## src/rtl/chunked_add_sub_v_pkg.sv

```systemverilog
// Shared definitions for the chunked adder/subtractor: FSM state encoding
// and helpers that size the slice count and the slice counter.
package chunked_add_sub_v_pkg;

  typedef enum logic [1:0] {
    IDLE = 2'd0,
    RUN  = 2'd1,
    DONE = 2'd2
  } state_t;

  // Number of CHUNK-bit slices in a WIDTH-bit operation.
  function automatic int unsigned nchunk_f(input int unsigned width, input int unsigned chunk);
    return width / chunk;
  endfunction

  // Slice counter width: clog2(n), never less than one bit.
  function automatic int unsigned cnt_w_f(input int unsigned n);
    return (n <= 1) ? 1 : $clog2(n);
  endfunction

endpackage

```

## src/rtl/chunk_ripple_adder_v.sv

```systemverilog
// CHUNK-bit combinational ripple-carry adder built from full_adder_v cells.
//   a, b : CHUNK-bit addends      ci   : carry-in
//   s    : CHUNK-bit sum          co   : carry out of the MSB
//   cmsb : carry into the MSB (used for signed overflow)
module chunk_ripple_adder_v #(
  parameter int unsigned CHUNK = 8
) (
  input  logic [CHUNK-1:0] a,
  input  logic [CHUNK-1:0] b,
  input  logic             ci,
  output logic [CHUNK-1:0] s,
  output logic             co,
  output logic             cmsb
);

  logic [CHUNK:0] c;

  assign c[0] = ci;

  for (genvar i = 0; i < CHUNK; i++) begin : g_fa
    full_adder_v u_fa (
      .a  (a[i]),
      .b  (b[i]),
      .ci (c[i]),
      .s  (s[i]),
      .co (c[i+1])
    );
  end

  assign co   = c[CHUNK];
  assign cmsb = c[CHUNK-1];

endmodule

```

## src/rtl/full_adder_v.sv

```systemverilog
// One-bit full adder.
//   a, b, ci : addend bits and carry-in
//   s, co    : sum bit and carry-out
module full_adder_v (
  input  logic a,
  input  logic b,
  input  logic ci,
  output logic s,
  output logic co
);

  assign s  = a ^ b ^ ci;
  assign co = (a & b) | (ci & (a ^ b));

endmodule

```

## src/rtl/chunked_add_sub_v.sv

```systemverilog
// Multi-cycle WIDTH-bit adder/subtractor processing one CHUNK-bit slice per
// clock with a registered carry between slices, behind valid/ready handshakes.
//   CLK, RST            : clock, synchronous active-high reset
//   in_valid/in_ready   : operand handshake (in_ready is combinational)
//   A, B, C0, SUB       : operands, add carry-in, subtract select
//   out_valid/out_ready : result handshake
//   S, Cout, OVF, Z     : result, carry-out, signed overflow, zero flag
module chunked_add_sub_v
  import chunked_add_sub_v_pkg::*;
#(
  parameter int unsigned WIDTH = 32,
  parameter int unsigned CHUNK = 8
) (
  input  logic             CLK,
  input  logic             RST,
  input  logic             in_valid,
  output logic             in_ready,
  input  logic [WIDTH-1:0] A,
  input  logic [WIDTH-1:0] B,
  input  logic             C0,
  input  logic             SUB,
  output logic             out_valid,
  input  logic             out_ready,
  output logic [WIDTH-1:0] S,
  output logic             Cout,
  output logic             OVF,
  output logic             Z
);

  localparam int unsigned NCHUNK = nchunk_f(WIDTH, CHUNK);
  localparam int unsigned CNT_W  = cnt_w_f(NCHUNK);
  localparam int unsigned OFF_W  = $clog2(WIDTH) + 1;
  localparam logic [CNT_W-1:0] LAST = CNT_W'(NCHUNK - 1);

  state_t           state_q, state_d;
  logic [WIDTH-1:0] a_q, b_q, acc_q, acc_d, chunk_mask;
  logic             carry_q;
  logic [CNT_W-1:0] cnt_q;
  logic             accept, last;
  logic [OFF_W-1:0] off;
  logic [CHUNK-1:0] sl_a, sl_b, sl_s;
  logic             sl_co, sl_cmsb;

  // Ready in IDLE, or in DONE when the result is being taken this edge.
  assign in_ready = ~RST & ((state_q == IDLE) | ((state_q == DONE) & out_ready));
  assign accept   = in_valid & in_ready;
  assign last     = (cnt_q == LAST);

  // Current slice selection and accumulator merge.
  assign off        = OFF_W'(cnt_q) * OFF_W'(CHUNK);
  assign sl_a       = CHUNK'(a_q >> off);
  assign sl_b       = CHUNK'(b_q >> off);
  assign chunk_mask = WIDTH'({CHUNK{1'b1}}) << off;
  assign acc_d      = (acc_q & ~chunk_mask) | (WIDTH'(sl_s) << off);

  chunk_ripple_adder_v #(.CHUNK(CHUNK)) u_slice (
    .a    (sl_a),
    .b    (sl_b),
    .ci   (carry_q),
    .s    (sl_s),
    .co   (sl_co),
    .cmsb (sl_cmsb)
  );

  // State register.
  always_ff @(posedge CLK) begin
    if (RST) state_q <= IDLE;
    else     state_q <= state_d;
  end

  // Next-state logic.
  always_comb begin
    state_d = state_q;
    case (state_q)
      IDLE:    if (accept) state_d = RUN;
      RUN:     if (last) state_d = DONE;
      DONE:    if (out_ready) state_d = accept ? RUN : IDLE;
      default: state_d = IDLE;
    endcase
  end

  // Operand latch, slice datapath and result registers.
  always_ff @(posedge CLK) begin
    if (RST) begin
      a_q       <= '0;
      b_q       <= '0;
      acc_q     <= '0;
      carry_q   <= 1'b0;
      cnt_q     <= '0;
      out_valid <= 1'b0;
      S         <= '0;
      Cout      <= 1'b0;
      OVF       <= 1'b0;
      Z         <= 1'b0;
    end else begin
      out_valid <= (state_d == DONE);
      if (accept) begin
        a_q     <= A;
        b_q     <= B ^ {WIDTH{SUB}};
        carry_q <= SUB | C0;
        cnt_q   <= '0;
      end else if (state_q == RUN) begin
        acc_q   <= acc_d;
        carry_q <= sl_co;
        if (last) begin
          S    <= acc_d;
          Cout <= sl_co;
          OVF  <= sl_cmsb ^ sl_co;
          Z    <= (acc_d == '0);
        end else begin
          cnt_q <= cnt_q + 1'b1;
        end
      end
    end
  end

endmodule

```

## config.mk

```make
export PLATFORM = sky130hd
export DESIGN_NAME = chunked_add_sub_v
export DESIGN_NICKNAME = d
export VERILOG_FILES = /design/src/rtl/chunked_add_sub_v_pkg.sv /design/src/rtl/chunk_ripple_adder_v.sv /design/src/rtl/full_adder_v.sv /design/src/rtl/chunked_add_sub_v.sv
export SDC_FILE = /design/constraint.sdc
export NUM_CORES = 1
export LEC_CHECK = 0
export BUFFER_PORTS_ARGS = -buffer_cell sky130_fd_sc_hd__buf_4
export CAP_MARGIN = 20
export CORE_ASPECT_RATIO = 0.7
export CORE_MARGIN = 2
export CORE_UTILIZATION = 56
export DETAILED_ROUTE_END_ITERATION = 7
export HOLD_SLACK_MARGIN = 0.05
export PLACE_DENSITY = 0.76
export SLEW_MARGIN = 20
export SYNTH_ARGS = -nofsm -noshare
export SYNTH_HDL_FRONTEND = slang
export SYNTH_HIERARCHICAL = 1
export SYNTH_SLANG_ARGS = --single-unit
```

## constraint.sdc

```tcl
create_clock -name CLK -period 7.7 [get_ports CLK]
set_clock_uncertainty 0.1 [all_clocks]
set_input_delay 1.54 -clock CLK [delete_from_list [all_inputs] [get_ports CLK]]
set_output_delay 1.54 -clock CLK [all_outputs]
set_load 0.02 [all_outputs]
```

==> metrics.txt, run 1 <==
status=completed; Post-CTS Setup Repair Bufs=0; fin crit share=79.7%; Mapped Cells=642; die extent in x=between 100 and 150 um; fin nets=795; Yosys reg bits=around 130; vias in the first global route=4760; largest net degree at the start of global routing=a little over 100; setup violators final=0; detailed-route via count=4919; row count=31; Final ANT Viol Nets=0; Adder-Cell Fraction of Synth Area=under 10%; Vias/cell=roughly 5.7; crit path cell chain=buf_4 -> mux4_2 -> fa_1 -> fa_1 -> fa_1 -> fa_1 -> fa_1 -> fa_1 -> fa_1 -> fa_1 -> or4_1 -> a211oi_2 -> nand4_1 -> o31ai_2; Bufs on Longest Clock Path=2; slowest CP cell=dfxtp_1; drt pass-1 iters=4; Clk pin slew, worst setup/hold paths=50 ps; global route overflow=0; post-layout min period=just over 6000 ps; Synth area leaders=dfxtp_1, nand3b_1, a211oi_1, mux4_2, xnor2_1; Final Wtd Congestion=approximately 0.85; Seq/Total Area, Yosys=about 43%; worst ir drop on vdd=0.185 mV; Crit Path Class=flip-flop to flip-flop; largest family of logic cells by synthesized area=simple AND/OR/NAND/NOR gates; Pleak=2.90 nW; Worst R2R End=Z; accumulated negative setup slack=0 ps; worst hold slack=approximately 360 ps; required time of the critical path=7930 ps; total CTS buffers=17; initial antenna violation count=0; number of fill cells=roughly 760; Hold Buf Count CTS=0; highest clock rate=between 150 and 200 MHz; post-synth cell types=42; CTS Sinks=129; Worst Setup EP=Z; # IOs=about 110; Area growth syn-to-layout=22.8%; Starting DRT DRC Count=494; RSZ-0062 raised after global routing=no; Starting Density=slightly below 60%; RR Startpoint=cnt_q[1]; crit path launch type=flip-flop; Antenna diodes=0; post-synthesis mux area share=around 6.4%; final WL=14.9 mm; worst skew pair latency=~420 ps; reg-to-reg setup timing slack=approximately 1600 ps; Synth Area in Compound Gates=around 14%; post-synth top area share=between 40% and 50%; HPWL after detailed placement=approximately 10 mm; CP arrival=around 6400 ps; YS warnings=6; Die H=approximately 90 um; first-pass GRT wire length=24.3 mm; Final Hold Fails=0; commonest non-fill, non-tap cells in the layout=dfxtp_1, buf_4, nand2_1; residual DRC count=0; simple-gate portion of the synthesized area=a little under a quarter; most common cell after layout, fill and taps aside=dfxtp_1; post-CTS resize count=0; syn_area_per_cell=9.32 sq um; DR WL/cell=17.4 um; layout cells sized above 1=a little under a quarter; Most Frequent Cell on Critical Path=fa_1; Max stage delay on crit path=between 600 and 700 ps; TritonCTS clock tree=yes; GRT Overall Usage=27.0%; Synthesized Nets=a little over 700; IO Port Bufs=106; CP Launch Point=cnt_q[1]; maximum fanout along the worst path=18; Synth area leader=dfxtp_1; post-synthesis cell area=approximately 0.006 sq mm; worst r2r path cells=14; Min-Delay Path Class=flip-flop to flip-flop; max-slew violations=0; Synth Area in XOR/XNOR=between 4 and 5%; max cap viols=0; worst slew pin tran=between 1000 and 1500 ps; PD cells=255 mW/mm^2; CP Capture Type=flip-flop; clk root buf=clkbuf_16; Core ar.=around 0.010 sq mm; slew margin rel.=about a third; Die ar.=between 0.01 and 0.015 sq mm; htree depth=4
==> logic make-up after synthesis <==
logic type	after synthesis
buffers and inverters	62
AO/OA/AOI/OAI	128
flip-flops	129
AND/OR/NAND/NOR	259
XOR/XNOR	34
multiplexers	18
adder cells (fa/ha/maj)	12
==> registers in the layout, summed over array words and instances (netlist names) <==
name and count:
Z 1, state_q 2, cnt_q 2, a_q 32, OVF 1, acc_q 24, S 32, carry_q 1
b_q 32, out_valid 1, Cout 1
==> per-layer routing <==
metal	wire length, um	vias up	global-route usage [%]
li1	-	2391	-
met1	7020	2315	37.9
met2	6520	181	40.0
met3	1060	32	7.41
met4	317	0	9.89
met5	0	-	0
==> worst min path at each step <==
| stage | cells past startpoint | start | endpoint |
|---|---|---|---|
| finish | 2 | S[24] | S[24] |
| floorplan | 2 | a_q[23] | a_q[23] |
| global route | 2 | S[24] | S[24] |
| global placement | 2 | S[26] | S[26] |
| CTS | 2 | S[24] | S[24] |
| detailed placement | 2 | S[24] | S[24] |
==> area by class of cell <==
cell class,instances,area (sq um),share of cell area [%]
inverters,2,7.51,0.102
multi-input cells,451,3100,42.2
repair buffers,112,841,11.4
well taps,132,165,2.25
clock inverters,9,151,2.06
flip-flops and latches,129,2580,35.2
clock buffers,23,498,6.78
==> metrics by stage <==
stage                     worst slack (ps)  total power, mW  util, %  std cells  area (sq um)
after floorplan                       1750            0.919        -        642          5980
after global placement                1860            0.992     64.6        826          6690
after detailed placement              1640             1.00     64.6        826          6690
after CTS                             1600             1.87     70.9        858          7340
after global routing                  1380             1.94     70.9        858          7340
final                                 1560             1.87     70.9        858          7340
==> critical path, delay by kind of cell (launching register included) <==
kind,cells,cell delay [ps]
AOI/OAI and AO/OA,2,440
adders and majority gates,8,3500
buffers and inverters,1,360
DFF,1,660
muxes,1,370
and+or+nand+nor,2,630
==> where the power goes <==
part | switching (mW) | total (mW) | internal, mW
Clock | 0.293 | 0.876 | 0.584
Combinational | 0.147 | 0.261 | 0.114
Sequential | 0.0262 | 0.735 | 0.709
Total | 0.466 | 1.87 | 1.41
==> synthesized netlist by cell type <==
| cell type | instances |
|---|---|
| and2_1 | 1 |
| a21oi_1 | 33 |
| nand3b_1 | 65 |
| o31ai_2 | 1 |
| a211oi_1 | 50 |
| o31ai_1 | 1 |
| o32ai_1 | 1 |
| or4_1 | 2 |
| nand3_1 | 8 |
| clkbuf_2 | 1 |
| nor2b_1 | 28 |
| buf_2 | 12 |
| o21ai_0 | 24 |
| o21bai_1 | 1 |
| nand2b_1 | 1 |
| a2111oi_0 | 3 |
| fa_1 | 8 |
| a21boi_0 | 1 |
| o21ai_1 | 10 |
| buf_1 | 4 |
| mux4_2 | 16 |
| and3b_1 | 5 |
| or4b_1 | 1 |
| nor2_1 | 61 |
| nand4_1 | 1 |
| o21ba_2 | 1 |
| xnor2_1 | 34 |
| clkbuf_1 | 35 |
| dfxtp_1 | 129 |
| o311a_1 | 1 |
| mux2i_1 | 2 |
| a211oi_2 | 1 |
| inv_1 | 2 |
| nand2_1 | 75 |
| buf_4 | 1 |
| ha_1 | 4 |
| nor4b_4 | 1 |
| nand4b_1 | 1 |
| nor2b_4 | 1 |
| nor4_1 | 4 |
| buf_6 | 7 |
| nor3_1 | 4 |
Power figures use the tool's default switching activity.
==> inputs of run 2 (changes only) <==
--- a/config.mk
+++ b/config.mk
@@ -9,10 +9,10 @@
 export CAP_MARGIN = 20
 export CORE_ASPECT_RATIO = 0.7
 export CORE_MARGIN = 2
-export CORE_UTILIZATION = 56
+export CORE_UTILIZATION = 50
 export DETAILED_ROUTE_END_ITERATION = 7
 export HOLD_SLACK_MARGIN = 0.05
-export PLACE_DENSITY = 0.76
+export PLACE_DENSITY = 0.72
 export SLEW_MARGIN = 20
 export SYNTH_ARGS = -nofsm -noshare
 export SYNTH_HDL_FRONTEND = slang
==> constraint.sdc (replaced) <==
create_clock -name CLK -period 5.64 [get_ports CLK]
set_clock_uncertainty 0.1 [all_clocks]
set_input_delay 1.128 -clock CLK [delete_from_list [all_inputs] [get_ports CLK]]
set_output_delay 1.128 -clock CLK [all_outputs]
set_load 0.02 [all_outputs]
==> run 2 against run 1 <==
Core utilization is 8.0 points lower. Count of clock-buffer cells in the layout is 4 higher. Critical path type unchanged. Largest cell class unchanged. Global-route usage is 2.8 points lower. Worst setup slack worse by 1400 ps. Power is 31% higher. Critical endpoint unchanged. Register-to-register slack worse by 1400 ps. Critical path depth is 1 lower. First-iteration DRC count is 19% lower.
==> metrics.txt, run 2 (synthesis results as in run 1) <==
Die ar.=0.0129 sq mm (+12%); worst skew pair latency=410 ps (about the same); Antenna diodes=0 (unchanged); worst hold slack=349 ps (-8.74 ps); crit path cell chain=mux4_2 -> fa_1 -> fa_1 -> fa_1 -> fa_1 -> fa_1 -> fa_1 -> fa_2 -> fa_2 -> or4_1 -> a211oi_2 -> nand4_1 -> o31ai_2; most common cell after layout, fill and taps aside=dfxtp_1; GRT Overall Usage=24.3% (-2.8 points); min-delay src=S[30]; HPWL after detailed placement=9.96 mm (-0.26%); Final ANT Viol Nets=0 (unchanged); Area growth syn-to-layout=22.8% (about the same); initial antenna violation count=0 (unchanged); slowest CP cell=mux4_2; fin crit share=96.6% (+17 points); post-layout min period=5450 ps (-690 ps); DR WL/cell=16.6 um (-4.4%); dpl cells=854 (+3.4%); CP bufs+invs=0 (-1); WHS Endpoint=S[30]; Worst R2R End=Z; Post-CTS Setup Repair Bufs=0 (unchanged); fin nets=798 (+0.38%); Die H=95.5 um (+5.6%); max cap viols=0 (unchanged); worst slack, placed=71.3 ps (-1570 ps); global route overflow=0 (unchanged); Crit Path Class=flip-flop to flip-flop; crit path launch type=flip-flop; slew margin rel.=29.3% (-2.3 points); residual DRC count=0 (unchanged); TritonCTS clock tree=yes; Hold Buf Count CTS=0 (unchanged); Bufs on Longest Clock Path=2 (unchanged); required time of the critical path=5860 ps (-2070 ps); met2 Usage GRT=35.7% (-4.3 points); RSZ-0062 raised after global routing=no; dpl cell area=0.00675 sq mm (+0.90%); Starting Density=51.2% (-6.6 points); largest net degree at the start of global routing=132 (+31%); status=completed; largest registers=S: 32 flops, a_q: 32 flops, b_q: 32 flops; layout cells sized above 1=23.1% (+0.074 points); busiest grt layer=met2; Vias/cell=5.52 (-3.8%); PnR worst setup slack=193 ps (-1370 ps); post-route insts no fill=885 (+3.1%); Most Frequent Cell on Critical Path=fa_1; clk root buf=clkbuf_16; Min-Delay Path Class=flip-flop to flip-flop; setup violators final=0 (unchanged); Final Wtd Congestion=0.891 (+5.2%); die extent in x=135 um (+5.6%); Core ar.=0.0117 sq mm (+13%); IO Port Bufs=106 (unchanged); routing usage on met1=34.8% (-3.1 points); final WL=14.7 mm (-1.4%); design area=0.00735 sq mm (about the same); accumulated negative setup slack=0 ps (unchanged); RR Startpoint=cnt_q[0]; Starting DRT DRC Count=399 (-19%); worst slew pin tran=1060 ps (+34.1 ps); CP arrival=5670 ps (-700 ps); # IOs=107 (unchanged); met3 usage=5.74% (-1.7 points); highest clock rate=184 MHz (+13%); Pleak=2.88 nW (-0.65%); Top delay family on crit path=adder cells; drt pass-1 iters=5 (+1); Layout Utilization=62.9% (-8.0 points); htree depth=4 (unchanged); vias in the first global route=4641 (-2.5%); worst ir drop on vdd=0.279 mV (+51%); commonest non-fill, non-tap cells in the layout=dfxtp_1, buf_4, nand2_1; Clk pin slew, worst setup/hold paths=50 ps (about the same); Final Hold Fails=0 (unchanged); CTS Sinks=129 (unchanged); worst r2r path cells=13 (-1); post-CTS resize count=0 (unchanged); reg-to-reg setup timing slack=190 ps (-1370 ps); total power=2.45 mW (+31%); Worst Hold Depth=2 (unchanged); PD cells=334 mW/mm^2 (+31%); detailed-route via count=4881 (-0.77%); maximum fanout along the worst path=5 (-13); CP Capture Type=flip-flop; total CTS buffers=17 (unchanged); first-pass GRT wire length=24.0 mm (-1.4%); row count=33 (+6.5%); Max stage delay on crit path=550 ps (-110 ps); max-slew violations=0 (unchanged)
==> run 2: changes by cell type in the layout (fill, tap and decap cells not counted) <==
| cell | delta |
|---|---|
| bufinv_16 | -2 |
| or4b_2 | -1 |
| or4b_4 | +1 |
| dfxtp_1 | -1 |
| buf_4 | +2 |
| clkinv_4 | -1 |
| fa_1 | -2 |
| fa_2 | +2 |
| dfxtp_2 | +1 |
| clkbuf_1 | +4 |
| buf_6 | +1 |
| clkinv_2 | -2 |
==> run 2: worst max-delay path by stage <==
stage               startpoint  to  slack, ps  cells after the start
floorplan             cnt_q[0]   Z          9                     17
global placement      cnt_q[0]   Z        220                     13
detailed placement    cnt_q[0]   Z         70                     13
CTS                   cnt_q[0]   Z         50                     13
global route          cnt_q[0]   Z         30                     13
finish                cnt_q[0]   Z        190                     13
==> run 2: area by class of cell <==
cell class                 instances  area (sq um)
tap                              157           196
multi-input combinational        451          3110
clock inverter                     4          72.6
clock buffer                      27           513
fill                             970          4340
inverter                           2          7.51
timing repair buffer             115           867
sequential                       129          2580
==> run 2: where the power goes <==
group | leakage, nW | switching (mW) | internal (mW)
registers | 1.06 | 0.0323 | 0.968
clock network | 0.284 | 0.378 | 0.707
logic | 1.54 | 0.205 | 0.160
total | 2.88 | 0.615 | 1.84
==> run 2: worst reg2reg max path, stage by stage, from the launching register on <==
cell	delay (ps)
dfxtp_2	390
mux4_2	550
fa_1	460
fa_1	410
fa_1	390
fa_1	390
fa_1	420
fa_1	400
fa_2	370
fa_2	470
or4_1	430
a211oi_2	220
nand4_1	130
o31ai_2	220
==> run 2: routing by layer <==
metal / up-vias / part of all wire (%)
met2: 203 / 43
met3: 23 / 8.4
met4: 0 / 1.8
li1: 2394 / -
met5: - / 0
met1: 2261 / 47
==> inputs of run 3 (changes only) <==
--- a/config.mk
+++ b/config.mk
@@ -9,10 +9,11 @@
 export CAP_MARGIN = 20
 export CORE_ASPECT_RATIO = 0.7
 export CORE_MARGIN = 2
-export CORE_UTILIZATION = 50
+export CORE_UTILIZATION = 56
 export DETAILED_ROUTE_END_ITERATION = 7
 export HOLD_SLACK_MARGIN = 0.05
-export PLACE_DENSITY = 0.72
+export PLACE_DENSITY = 0.8
+export SETUP_SLACK_MARGIN = 0.15
 export SLEW_MARGIN = 20
 export SYNTH_ARGS = -nofsm -noshare
 export SYNTH_HDL_FRONTEND = slang
==> constraint.sdc (replaced) <==
create_clock -name CLK -period 5.5 [get_ports CLK]
set_clock_uncertainty 0.1 [all_clocks]
set_input_delay 1.1 -clock CLK [delete_from_list [all_inputs] [get_ports CLK]]
set_output_delay 1.1 -clock CLK [all_outputs]
set_load 0.02 [all_outputs]
==> run 3 against run 2 <==
Critical endpoint unchanged. Routed wire length up 1.9%. Via count is 2.4% higher. Count of clock-buffer cells in the layout decreased by 1.
==> metrics.txt, run 3 (synthesis results as in run 1) <==
status=completed; DR WL/cell=17.4 um (+5.0%); worst r2r path cells=13 (unchanged); largest registers=S: 32 flops, a_q: 32 flops, b_q: 32 flops; reg-to-reg setup timing slack=220 ps (+30 ps); Pleak=2.84 nW (-1.2%); worst slack, placed=209 ps (+138 ps); worst skew pair latency=420 ps (about the same); Antenna diodes=0 (unchanged); Post-CTS Setup Repair Bufs=0 (unchanged); CP Capture Type=flip-flop; final WL=15.0 mm (+1.9%); layout cells sized above 1=23.7% (+0.58 points); max-slew violations=0 (unchanged); Final Hold Fails=0 (unchanged); # IOs=107 (unchanged); post-layout min period=5280 ps (-166 ps); largest net degree at the start of global routing=132 (unchanged); commonest non-fill, non-tap cells in the layout=dfxtp_1, buf_4, nand2_1; worst hold slack=359 ps (+10.7 ps); Die ar.=0.0115 sq mm (-10%); total power=2.45 mW (about the same); fin crit share=96.0% (-0.56 points); total CTS buffers=17 (unchanged); RSZ-0062 raised after global routing=no; initial antenna violation count=0 (unchanged); htree depth=4 (unchanged); worst ir drop on vdd=0.292 mV (+4.6%); Final ANT Viol Nets=0 (unchanged); global route overflow=0 (unchanged); CP arrival=5510 ps (-160 ps); first-pass GRT wire length=23.9 mm (about the same); Worst Hold Depth=2 (unchanged); accumulated negative setup slack=0 ps (unchanged); max cap viols=0 (unchanged); Bufs on Longest Clock Path=2 (unchanged); fin nets=796 (-0.25%); Crit Path Class=flip-flop to flip-flop; crit path launch type=flip-flop; Clk pin slew, worst setup/hold paths=50 ps (about the same); maximum fanout along the worst path=7 (+2); dpl cells=827 (-3.2%); HPWL after detailed placement=9.81 mm (-1.6%); highest clock rate=189 MHz (+3.1%); most common cell after layout, fill and taps aside=dfxtp_1; number of fill cells=761 (-22%); Starting Density=57.8% (+6.6 points); RR Startpoint=cnt_q[0]; Min-Delay Path Class=flip-flop to flip-flop; detailed-route via count=5000 (+2.4%); die extent in x=128 um (-5.3%); IO Port Bufs=106 (unchanged); PnR worst setup slack=219 ps (+26.0 ps); drt pass-1 iters=5 (unchanged); post-route insts no fill=859 (-2.9%); residual DRC count=0 (unchanged); TritonCTS clock tree=yes; min-delay src=S[24]; WHS Endpoint=S[24]; Worst R2R End=Z; Area growth syn-to-layout=21.7%; slew margin rel.=32.1% (+2.8 points); PD cells=337 mW/mm^2 (+1.0%); row count=31 (-6.1%); required time of the critical path=5730 ps (-130 ps); vias in the first global route=4653 (+0.26%); GRT Overall Usage=26.6% (+2.3 points); setup violators final=0 (unchanged); Die H=90.5 um (-5.3%); clk root buf=clkbuf_16; Vias/cell=5.82 (+5.5%); CTS Sinks=129 (unchanged); worst slew pin tran=1020 ps (-42.7 ps); Starting DRT DRC Count=602 (+51%); Final Wtd Congestion=0.881 (-1.1%); Core ar.=0.0104 sq mm (-11%)
run 3: cell count changes in the layout (fill, tap and decap cells not counted), sizes merged:
cell	delta
clkinv	+4
buf	-2
bufinv	-1
clkinvlp	-1
clkbuf	-1
run 3: critical path, cell delays in order, from the launching register on:
cell	delay [ps]
dfxtp_2	390
mux4_2	550
fa_2	410
fa_2	350
fa_2	350
fa_2	340
fa_2	350
fa_2	360
fa_2	400
fa_2	520
or4_1	470
a211oi_2	240
nand4_1	150
o31ai_2	210
run 3: what timing repair did:
item                                    CTS  global route
hold buffers                              0             0
endpoints found under the setup margin    0             1
hold endpoints to repair                  0             0
resized for setup                         0             2
run 3: cell type report:
type	count	area (sq um)	area share (%)
inverter	2	7.51	0.103
multi-input combinational	451	3120	42.9
sequential	129	2580	35.5
clock inverter	6	55.1	0.756
clock buffer	26	489	6.72
tap	132	165	2.27
timing repair buffer	113	856	11.8
run 3: how the worst max path moves through the flow:
stage	startpoint	end	slack [ps]	depth (start not counted)
3_5_place_dp	cnt_q[0]	Z	210	13
3_3_place_gp	cnt_q[0]	Z	370	13
6_report	cnt_q[0]	Z	220	13
4_1_cts	cnt_q[0]	Z	200	13
2_1_floorplan	cnt_q[0]	Z	160	17
5_1_grt	cnt_q[0]	Z	150	13
run 3: report_power, final:
| part | total, mW | leakage (nW) | switching [mW] | internal [mW] |
|---|---|---|---|---|
| Clock | 1.05 | 0.272 | 0.394 | 0.653 |
| Combinational | 0.378 | 1.52 | 0.210 | 0.168 |
| Sequential | 1.03 | 1.06 | 0.0350 | 0.993 |
run 3: layer usage:
metal  wire length (um)  track usage, %
met1               6860            39.1
met2               6590            37.8
met3               1330            7.88
met4                197            7.33
met5                  0               0
run 3: per-stage QoR:
stage / utilization, % / cell area [sq um]
2_1_floorplan: - / 6030
3_3_place_gp: 64.9 / 6720
3_5_place_dp: 64.9 / 6720
4_1_cts: 70.2 / 7270
5_1_grt: 70.3 / 7280
6_report: 70.3 / 7280
